--- src/rtl/pipe_pkg.sv ---
// Shared types and constants for the pipeline hazard/stall controller.
// Also holds the bubble encoding that the pipeline registers load on flush.
package pipe_pkg;

   typedef enum logic [1:0] {
      UPD_HOLD  = 2'b00,
      UPD_ADV   = 2'b01,
      UPD_FLUSH = 2'b10
   } upd_t;

   typedef enum logic [1:0] {
      RUN  = 2'b00,
      WAIT = 2'b01,
      HALT = 2'b10
   } ctrl_state_t;

   typedef struct packed {
      logic       stop;
      logic       is_load;
      logic [1:0] rw;
      logic [4:0] wait_time;
   } de_ctrl_t;

   // A flushed decode/execute slot never stalls, stops, writes or loads.
   localparam de_ctrl_t BUBBLE = '{stop: 1'b0, is_load: 1'b0, rw: 2'b00, wait_time: 5'd0};

   // Same bank/index rule as the forwarding unit.
   function automatic logic src_match(input logic [1:0] rw, input logic [4:0] rd,
                                      input logic [5:0] src);
      return (rw[1] == src[5]) && (rd == src[4:0]);
   endfunction

endpackage

--- src/rtl/pipe_ctrl_if.sv ---
// Status/control bundle between the pipeline datapath (master) and pipe_ctrl (slave).
// PIPE_CTRL_PERF_EN adds the perf_stall/perf_flush counter outputs.
interface pipe_ctrl_if;
   import pipe_pkg::*;

   logic [5:0]  d_rs;
   logic [5:0]  d_rt;
   logic [1:0]  de_rw;
   logic [4:0]  de_rd;
   logic        de_is_load;
   logic [4:0]  de_wait_time;
   logic        de_stop;
   logic        e_redirect;
   upd_t        fd_update;
   upd_t        de_update;
   upd_t        ew_update;
   logic        pc_en;
   logic        halted;
`ifdef PIPE_CTRL_PERF_EN
   logic [31:0] perf_stall;
   logic [31:0] perf_flush;
`endif

   modport master (
      output d_rs, d_rt, de_rw, de_rd, de_is_load, de_wait_time, de_stop, e_redirect,
      input  fd_update, de_update, ew_update, pc_en, halted
`ifdef PIPE_CTRL_PERF_EN
      , input perf_stall, perf_flush
`endif
   );

   modport slave (
      input  d_rs, d_rt, de_rw, de_rd, de_is_load, de_wait_time, de_stop, e_redirect,
      output fd_update, de_update, ew_update, pc_en, halted
`ifdef PIPE_CTRL_PERF_EN
      , output perf_stall, perf_flush
`endif
   );

endinterface

--- src/rtl/pipe_ctrl_hazard_detect.sv ---
// Load-use detector: execute-stage load whose destination matches either decode source.
// Index 0 is deliberately not excluded, so the stall is conservative.
module hazard_detect
   import pipe_pkg::*;
(
   input  logic [5:0] d_rs,
   input  logic [5:0] d_rt,
   input  logic [1:0] de_rw,
   input  logic [4:0] de_rd,
   input  logic       de_is_load,
   output logic       load_use
);

   always_comb begin
      load_use = de_is_load && (de_rw != BUBBLE.rw) &&
                 (src_match(de_rw, de_rd, d_rs) || src_match(de_rw, de_rd, d_rt));
   end

endmodule

--- src/rtl/pipe_ctrl.sv ---
// Hazard and stall controller for the FD/DE/EW pipeline registers and the PC.
// Optional PIPE_CTRL_PERF_EN adds saturating stall/redirect counters.
//
//   state | meaning
//   RUN   | normal issue; execute instruction completes this cycle unless it needs extra cycles
//   WAIT  | multi-cycle execute in progress; cnt extra cycles remain before release
//   HALT  | stop retired; pipeline frozen until rst
module pipe_ctrl
   import pipe_pkg::*;
(
   input  logic       clk,
   input  logic       rst,
   pipe_ctrl_if.slave pif
);

   ctrl_state_t state_q, state_d;
   logic [4:0]  cnt_q, cnt_d;
   logic        load_use;
   logic        mc_stall;
   logic        redirect_take;

   hazard_detect u_hazard_detect (
      .d_rs       (pif.d_rs),
      .d_rt       (pif.d_rt),
      .de_rw      (pif.de_rw),
      .de_rd      (pif.de_rd),
      .de_is_load (pif.de_is_load),
      .load_use   (load_use)
   );

   // Outside HALT, "complete" is exactly the negation of a multi-cycle stall.
   always_comb begin
      mc_stall = ((state_q == RUN) && (pif.de_wait_time != BUBBLE.wait_time)) ||
                 ((state_q == WAIT) && (cnt_q != 5'd0));
   end

   always_ff @(posedge clk) begin
      if (rst) begin
         state_q <= RUN;
         cnt_q   <= 5'd0;
      end else begin
         state_q <= state_d;
         cnt_q   <= cnt_d;
      end
   end

   always_comb begin
      state_d = state_q;
      cnt_d   = cnt_q;
      if (state_q == HALT) begin
         state_d = HALT;
      end else if (mc_stall) begin
         if (state_q == RUN) begin
            state_d = WAIT;
            cnt_d   = pif.de_wait_time - 5'd1;
         end else begin
            cnt_d   = cnt_q - 5'd1;
         end
      end else if (pif.de_stop) begin
         state_d = HALT;
         cnt_d   = 5'd0;
      end else begin
         state_d = RUN;
         cnt_d   = 5'd0;
      end
   end

   always_comb begin
      pif.fd_update = UPD_ADV;
      pif.de_update = UPD_ADV;
      pif.ew_update = UPD_ADV;
      pif.pc_en     = 1'b1;
      pif.halted    = 1'b0;
      redirect_take = 1'b0;
      if (rst) begin
         pif.fd_update = UPD_FLUSH;
         pif.de_update = UPD_FLUSH;
         pif.ew_update = UPD_FLUSH;
         pif.pc_en     = 1'b0;
      end else if (state_q == HALT) begin
         pif.fd_update = UPD_HOLD;
         pif.de_update = UPD_HOLD;
         pif.ew_update = UPD_FLUSH;
         pif.pc_en     = 1'b0;
         pif.halted    = 1'b1;
      end else if (mc_stall) begin
         pif.fd_update = UPD_HOLD;
         pif.de_update = UPD_HOLD;
         pif.ew_update = UPD_FLUSH;
         pif.pc_en     = 1'b0;
      end else if (pif.de_stop) begin
         pif.fd_update = UPD_FLUSH;
         pif.de_update = UPD_FLUSH;
         pif.pc_en     = 1'b0;
      end else if (pif.e_redirect) begin
         pif.fd_update = UPD_FLUSH;
         pif.de_update = UPD_FLUSH;
         redirect_take = 1'b1;
      end else if (load_use) begin
         pif.fd_update = UPD_HOLD;
         pif.de_update = UPD_FLUSH;
         pif.pc_en     = 1'b0;
      end
   end

`ifdef PIPE_CTRL_PERF_EN
   always_ff @(posedge clk) begin
      if (rst) begin
         pif.perf_stall <= 32'd0;
         pif.perf_flush <= 32'd0;
      end else begin
         if (!pif.pc_en && (state_q != HALT) && (pif.perf_stall != 32'hffff_ffff))
            pif.perf_stall <= pif.perf_stall + 32'd1;
         if (redirect_take && (pif.perf_flush != 32'hffff_ffff))
            pif.perf_flush <= pif.perf_flush + 32'd1;
      end
   end
`else
   logic unused_redirect;
   always_comb unused_redirect = redirect_take;
`endif

endmodule

--- src/flat_wrapper.sv ---
// flat-port wrapper written by rule: the top's interface ports become plain ports
module pipe_ctrl_flat import pipe_pkg::*;
  (clk, rst, pif_d_rs, pif_d_rt, pif_de_rw, pif_de_rd, pif_de_is_load, pif_de_wait_time, pif_de_stop, pif_e_redirect, pif_fd_update, pif_de_update, pif_ew_update, pif_pc_en, pif_halted);
  pipe_ctrl_if pif_i ();
  input  logic clk;
  input  logic rst;
  input wire logic [$bits(pif_i.d_rs)-1:0] pif_d_rs;
  input wire logic [$bits(pif_i.d_rt)-1:0] pif_d_rt;
  input wire logic [$bits(pif_i.de_rw)-1:0] pif_de_rw;
  input wire logic [$bits(pif_i.de_rd)-1:0] pif_de_rd;
  input wire logic [$bits(pif_i.de_is_load)-1:0] pif_de_is_load;
  input wire logic [$bits(pif_i.de_wait_time)-1:0] pif_de_wait_time;
  input wire logic [$bits(pif_i.de_stop)-1:0] pif_de_stop;
  input wire logic [$bits(pif_i.e_redirect)-1:0] pif_e_redirect;
  output wire logic [$bits(pif_i.fd_update)-1:0] pif_fd_update;
  output wire logic [$bits(pif_i.de_update)-1:0] pif_de_update;
  output wire logic [$bits(pif_i.ew_update)-1:0] pif_ew_update;
  output wire logic [$bits(pif_i.pc_en)-1:0] pif_pc_en;
  output wire logic [$bits(pif_i.halted)-1:0] pif_halted;
  assign pif_i.d_rs = pif_d_rs;
  assign pif_i.d_rt = pif_d_rt;
  assign pif_i.de_rw = pif_de_rw;
  assign pif_i.de_rd = pif_de_rd;
  assign pif_i.de_is_load = pif_de_is_load;
  assign pif_i.de_wait_time = pif_de_wait_time;
  assign pif_i.de_stop = pif_de_stop;
  assign pif_i.e_redirect = pif_e_redirect;
  assign pif_fd_update = pif_i.fd_update;
  assign pif_de_update = pif_i.de_update;
  assign pif_ew_update = pif_i.ew_update;
  assign pif_pc_en = pif_i.pc_en;
  assign pif_halted = pif_i.halted;
  pipe_ctrl u_core (.clk(clk), .rst(rst), .pif(pif_i));
endmodule
--- config.mk ---
export PLATFORM = sky130hd
export DESIGN_NAME = pipe_ctrl_flat
export DESIGN_NICKNAME = d
export VERILOG_FILES = /design/src/rtl/pipe_pkg.sv /design/src/rtl/pipe_ctrl_if.sv /design/src/rtl/pipe_ctrl_hazard_detect.sv /design/src/rtl/pipe_ctrl.sv /design/src/flat_wrapper.sv
export SDC_FILE = /design/constraint.sdc
export NUM_CORES = 1
export LEC_CHECK = 0
export ABC_AREA = 1
export BUFFER_PORTS_ARGS = -buffer_cell sky130_fd_sc_hd__buf_4
export CORE_MARGIN = 5
export CORE_UTILIZATION = 41
export DETAILED_ROUTE_END_ITERATION = 7
export PLACE_DENSITY = 0.75
export SETUP_SLACK_MARGIN = 0.1
export SYNTH_ARGS = -nofsm -noshare
export SYNTH_HDL_FRONTEND = slang
export SYNTH_SLANG_ARGS = --single-unit
--- constraint.sdc ---
create_clock -name clk -period 1.3 [get_ports clk]
set_input_delay 0.26 -clock clk [delete_from_list [all_inputs] [get_ports clk]]
set_output_delay 0.26 -clock clk [all_outputs]
set_load 0.1 [all_outputs]
Yosys cells after proc, flatten, opt, wreduce, memory -nomap -nowiden
Cells that the tools add are included.
{"block": "classes", "n_eq_ne": 8, "addsub": 2, "mux": 29, "reduce_logical": 13}
{"cell": "$mux 2", "count": 18}
{"cell": "$eq 5x5->1", "count": 2}
{"cell": "$mux 5", "count": 2}
{"cell": "$reduce_bool 5->1", "count": 2}
{"cell": "$sub 5x1->5 const B", "count": 2}
{"cell": "$mux 1", "count": 9}
{"cell": "$logic_and 1x1->1", "count": 6}
{"cell": "$ne 3x3->1 const B", "count": 1}
{"cell": "$eq 1x1->1", "count": 2}
{"cell": "$eq 2x1->1 const B", "count": 1}
{"cell": "$eq 2x2->1 const B", "count": 1}
{"cell": "$logic_not 2->1", "count": 1}
{"cell": "$logic_or 1x1->1", "count": 2}
{"cell": "$ne 2x2->1 const B", "count": 1}
{"cell": "$reduce_bool 2->1", "count": 1}
{"cell": "$reduce_or 2->1", "count": 1}
{"block": "totals", "regBits": 7, "out_inout_bits": 8, "in_bits": 29, "word_cells": 55}

Logic depth before layout (Yosys ltp)
{"block": "depth", "ltp_word": 10, "ltp_mapped": 10, "depth_no_buf": 10}

Modules after synthesis
From an unflattened synthesis, not the netlist that was laid out.
{"block": "unflattened", "hier_cells": 154, "area_unflattened_um2": 808.3}
{"mod": "pipe_ctrl", "seq_area_each_um2": 140.1, "n_inst": 1, "area_per_inst_um2": 566.8, "cells_per_inst": 94}
{"mod": "hazard_detect", "seq_area_each_um2": 0.0, "n_inst": 1, "area_per_inst_um2": 241.5, "cells_per_inst": 60}

Worst setup path after synthesis
No wires, ideal clock.
{"block": "synth_timing", "path_type": "register to output", "startpoint": "register u_core.state_q[0]", "endpoint": "output pif_fd_update[0]", "arrival_time_ps": 3843, "path_stages_with_launch": 7, "t_required_ps": 1040, "path_buffers": 2, "slack_ps": -2803, "cell_sequence": "dfxtp_1 nor2_2 buf_6 o21ai_2 nand4_1 nor2_1 buf_4"}
{"block": "synth_via", "elab_chain_len": 6, "elab_cells_between_ends": 9, "classes_between": "eq/ne: 2; mux: 3; reduce/logical: 4"}
{"item": "from (decl)", "line_no": "pipe_ctrl.sv:16", "text": "ctrl_state_t state_q, state_d;"}
{"item": "from (signal assigned)", "line_no": "pipe_ctrl.sv:42", "text": "state_q <= state_d;"}
{"item": "$eq 2x1->1 / $logic_not 2->1 (equally long branches)", "line_no": "pipe_ctrl.sv:34, pipe_ctrl.sv:33"}
{"item": "$logic_and 1x1->1 (on tied branches)", "line_no": "pipe_ctrl.sv:34, pipe_ctrl.sv:33"}
{"item": "$logic_or 1x1->1", "line_no": "pipe_ctrl.sv:33", "text": "mc_stall = ((state_q == RUN) && (pif.de_wait_time != BUBBLE.wait_time)) ||"}
{"item": "$mux 2", "line_no": "pipe_ctrl.sv:86", "text": "end else if (mc_stall) begin"}
{"item": "$mux 2 *", "line_no": "pipe_ctrl.sv:80", "text": "end else if (state_q == HALT) begin"}
{"item": "$mux 2 *", "line_no": "pipe_ctrl.sv:75", "text": "if (rst) begin"}
{"item": "to (decl)", "line_no": "flat_wrapper.sv:15", "text": "output wire logic [$bits(pif_i.fd_update)-1:0] pif_fd_update;"}
Mark *: on every way between the ends. The rest lies on a longest branch, timed or not.

Final worst setup path
{"block": "layout_timing", "startpoint": "register u_core.cnt_q[2]", "endpoint": "output pif_de_update[0]"}
{"block": "layout_via", "elab_chain_len": 6}
{"item": "from (decl)", "line_no": "pipe_ctrl.sv:17", "text": "logic [4:0] cnt_q, cnt_d;"}
{"item": "from (signal assigned)", "line_no": "pipe_ctrl.sv:43", "text": "cnt_q <= cnt_d;"}
{"item": "$reduce_bool 5->1", "line_no": "pipe_ctrl.sv:34", "text": "((state_q == WAIT) && (cnt_q != 5'd0));"}
{"item": "$logic_and 1x1->1", "line_no": "pipe_ctrl.sv:34"}
{"item": "$logic_or 1x1->1", "line_no": "pipe_ctrl.sv:33"}
{"item": "$mux 2", "line_no": "pipe_ctrl.sv:86"}
{"item": "$mux 2", "line_no": "pipe_ctrl.sv:80"}
{"item": "$mux 2", "line_no": "pipe_ctrl.sv:75"}
{"item": "to (decl)", "line_no": "flat_wrapper.sv:16", "text": "output wire logic [$bits(pif_i.de_update)-1:0] pif_de_update;"}
No other way between the ends.

==> results.md <==
- Cells after synthesis: approximately 140
- Number of maximum-capacitance violations: 0
- Wire length per cell after detailed routing: 13.9 um
- Number of hold buffers added after CTS: 0
- Hold depth: 3
- Netlist cell types: 23
- Most repeated cell in the gate-level netlist after synthesis: nand2_1
- TritonCTS Buffers: 3
- Kind of path behind the tightest hold check: input pin to flop
- Initial antenna violation count: 0
- Setup slack of the critical path after layout: -495 ps
- Slack of the worst reg-to-reg path: -220 ps
- Gr ovfl total: 0
- Proportion of synthesized chip area in sequential cells: between 10% and 20%
- Run status: finished, violations left
- Yosys synthesis warning count: 0
- Highest attainable clock frequency: approximately 560 MHz
- Critical hold path startpoint: rst
- Remaining design rule violation count: 0
- DRT Wirelength: between 3 and 4 mm
- Number of endpoints failing setup at the final stage: 12
- Number of enable flip-flop cells after synthesis: 0
- N_diodes: 0
- Rel. slew slack: a little over four fifths
- Final core utilization: 86.9%
- Number of global-route vias before repair: ~1.1k
- Number of hold violations in the final report: 0
- Flip-flop cell with the highest count after synthesis: dfxtp_1
- # rows: 15
- Pin count of the biggest net entering global routing: 7
- Area growth from synthesis to layout: 96.9%
- Final Wtd Congestion: ~0.84
- Global Route met3 Usage: under 10%
- Full die area: between 2000 and 3000 um2
- Top cells by instance count after synthesis: nand2_1 (56), inv_1 (32), nor2_1 (12), dfxtp_1 (7), o21ai_2 (6)
- Sink of the worst hold path: u_core.state_q[1]$_SDFFE_PP0P_
- Clock tree from TritonCTS: built
- Unrepaired setup endpoints after global routing: true
- Final ANT Viol Nets: 0
- FF+latch count, synth: 7
- Violations in the final reports: negative setup slack
- CP arrival: between 1500 and 2000 ps
- Starting utilization of the core area: around 44%
- Final Net Count: around 240
- Input/output buffers: 36
- CTS H-tree depth: 1
- Final worst path period share: 138%
- Share of Yosys cell area claimed by the top area cell type: between 20 and 30%
- Cell area reported after detailed placement: 1310 um2
- Leakage power summed over all cells: 0.841 nW
- GR met2 Demand/Resource: roughly 46%
- Setup Skew: around 1.8 ps
- Mapped Nets: about 170
- Startpoint type of the worst setup path: flop
- Via/cell ratio: approximately 4.8
- Endpoint of the worst register-to-register path: u_core.cnt_q[4]$_SDFFE_PP0N_
- Mapped Avg Cell Area: 5.48 um2
- Biggest area consumer among synthesized cells: nand2_1
- Cell Area, Synth: between 700 and 800 um2
- CP max FO: 3
- Total I/O pin count: 37
- Die span in x: 53.6 um
- Post-route cell area: 1530 um2
- Global-route layer with the greatest usage: met2
- Detailed-route via count: 1111
- Global-route wire length before repair: approximately 4.5 mm
- Worst ir drop on vdd: ~1.1 mV
- Iteration-0 DRC count of the detailed router: 28
- Max Buffers Root-to-Sink: 2
- Data required time of the critical path: approximately 1000 ps
- Number of sinks on the clock net: 7
- Setup TNS Final: -3930 ps
- Core footprint: ~1800 um2
- Clock transition at path regs: roughly 50 ps
- Root buffer cell: clkbuf_4
- Vertical extent of the die: 53.6 um
- Fraction of final layout cells with drive strength greater than 1: 50.5%
- HPWL after detailed placement: approximately 2.0 mm
- Transition time at the pin with the least slew margin: approximately 240 ps
- Min Clock Period, post-route: around 1800 ps
- All-Layer GR Usage: a little over a fifth
- Total power: 2.85 mW
- Critical path start-end classification: flop to output pin
- Later-pin clock latency in the skew report: between 200 and 300 ps
- Count of pins over their slew limit: 0
- Worst Reg2Reg Path Length in Cells: 9
- Grt met1 use: between 10% and 20%
- Category of the worst setup path capture point: output pin
- Largest cells by area after synthesis: nand2_1 (27%), dfxtp_1 (18%), inv_1 (15%), o21ai_2 (6.8%), nor2_1 (5.8%)
- DRT Pass-1 Iters: 4
- Asr flop ratio synth: 0%
- Launching point of the worst reg2reg path: u_core.state_q[0]$_SDFFE_PP0P_
- Power per standard cell area: 1860 nW/um2
==> worst max-delay path, cell delays in order (launching register included) <==
cell and delay, ps:
dfxtp_2 320, nor2_2 100, nand4_1 110, nand3_2 100, nand4_1 120, buf_4 190
nor2_4 150, buf_12 190
==> sequential cells by signal, summed over array words and instances, names as in the netlist <==
| signal | cells |
|---|---|
| u_core.state_q | 2 |
| u_core.cnt_q | 5 |
==> how the worst max path moves through the flow <==
stage | from | endpoint | cells after the start
3_5_place_dp | pif_de_rd[3] | pif_de_update[1] | 12
4_1_cts | u_core.cnt_q[2]$_SDFFE_PP0N_ | pif_de_update[0] | 7
5_1_grt | u_core.cnt_q[2]$_SDFFE_PP0N_ | pif_de_update[0] | 7
3_3_place_gp | pif_de_rw[1] | pif_de_update[1] | 12
6_report | u_core.cnt_q[2]$_SDFFE_PP0N_ | pif_de_update[0] | 7
2_1_floorplan | u_core.cnt_q[2]$_SDFFE_PP0N_ | pif_fd_update[0] | 6
==> what timing repair did <==
| item | in CTS | in global routing |
|---|---|---|
| setup buffers | 2 | 2 |
| resized for setup | 35 | 12 |
| endpoints found under the setup margin | 13 | 15 |
| pin swaps | 2 | 3 |
==> logic make-up after synthesis <==
logic type / after synthesis / synth area share [%]
buffers and inverters: 35 / 18.3
XOR/XNOR: 3 / 3.38
AO/OA/AOI/OAI: 12 / 11.4
AND/OR/NAND/NOR: 84 / 47.3
adder cells (fa/ha/maj): 1 / 1.61
flip-flops: 7 / 18.0
==> metrics by stage <==
stage | setup slack (ps) | cells | hold WS (ps)
3_5_place_dp | -398 | 225 | 506
4_1_cts | -482 | 231 | 271
2_1_floorplan | -1850 | 142 | 322
5_1_grt | -591 | 233 | 275
3_3_place_gp | -362 | 225 | 485
6_report | -495 | 233 | 280
==> report_power, final <==
group / switching, mW / leakage (nW) / internal (mW)
Clock: 0.0785 / 0.0150 / 0.117
Combinational: 1.31 / 0.766 / 0.967
Sequential: 0.0639 / 0.0598 / 0.311
Total: 1.45 / 0.841 / 1.40
==> layout by cell type (no fill, tap or decap), types with 3 or more instances in the layout <==
cell,synthesis,final
nor2_1,12,8
buf_12,0,8
nand3_1,5,3
nand2_4,1,3
nand3_2,2,4
inv_2,1,4
buf_4,1,53
dfxtp_2,0,4
xor2_1,3,3
buf_6,1,3
inv_1,32,26
clkbuf_4,0,3
nand2_1,56,53
o21ai_2,6,4
nor2_4,1,5
==> routing by layer <==
layer	routed length, um	vias to the layer above	share of wire (%)
met5	0	-	0
met4	175	0	5.4
met3	145	16	4.5
met2	1710	49	53
met1	1220	495	38
li1	-	551	-
==> layout make-up <==
cell class	count	area [um2]
Tap cell	25	31.3
Sequential cell	7	149
Clock buffer	4	26.3
Multi-Input combinational cell	100	602
Inverter	33	133
Timing Repair Buffer	64	592
Fill cell	98	231
Power figures use the tool's default switching activity.
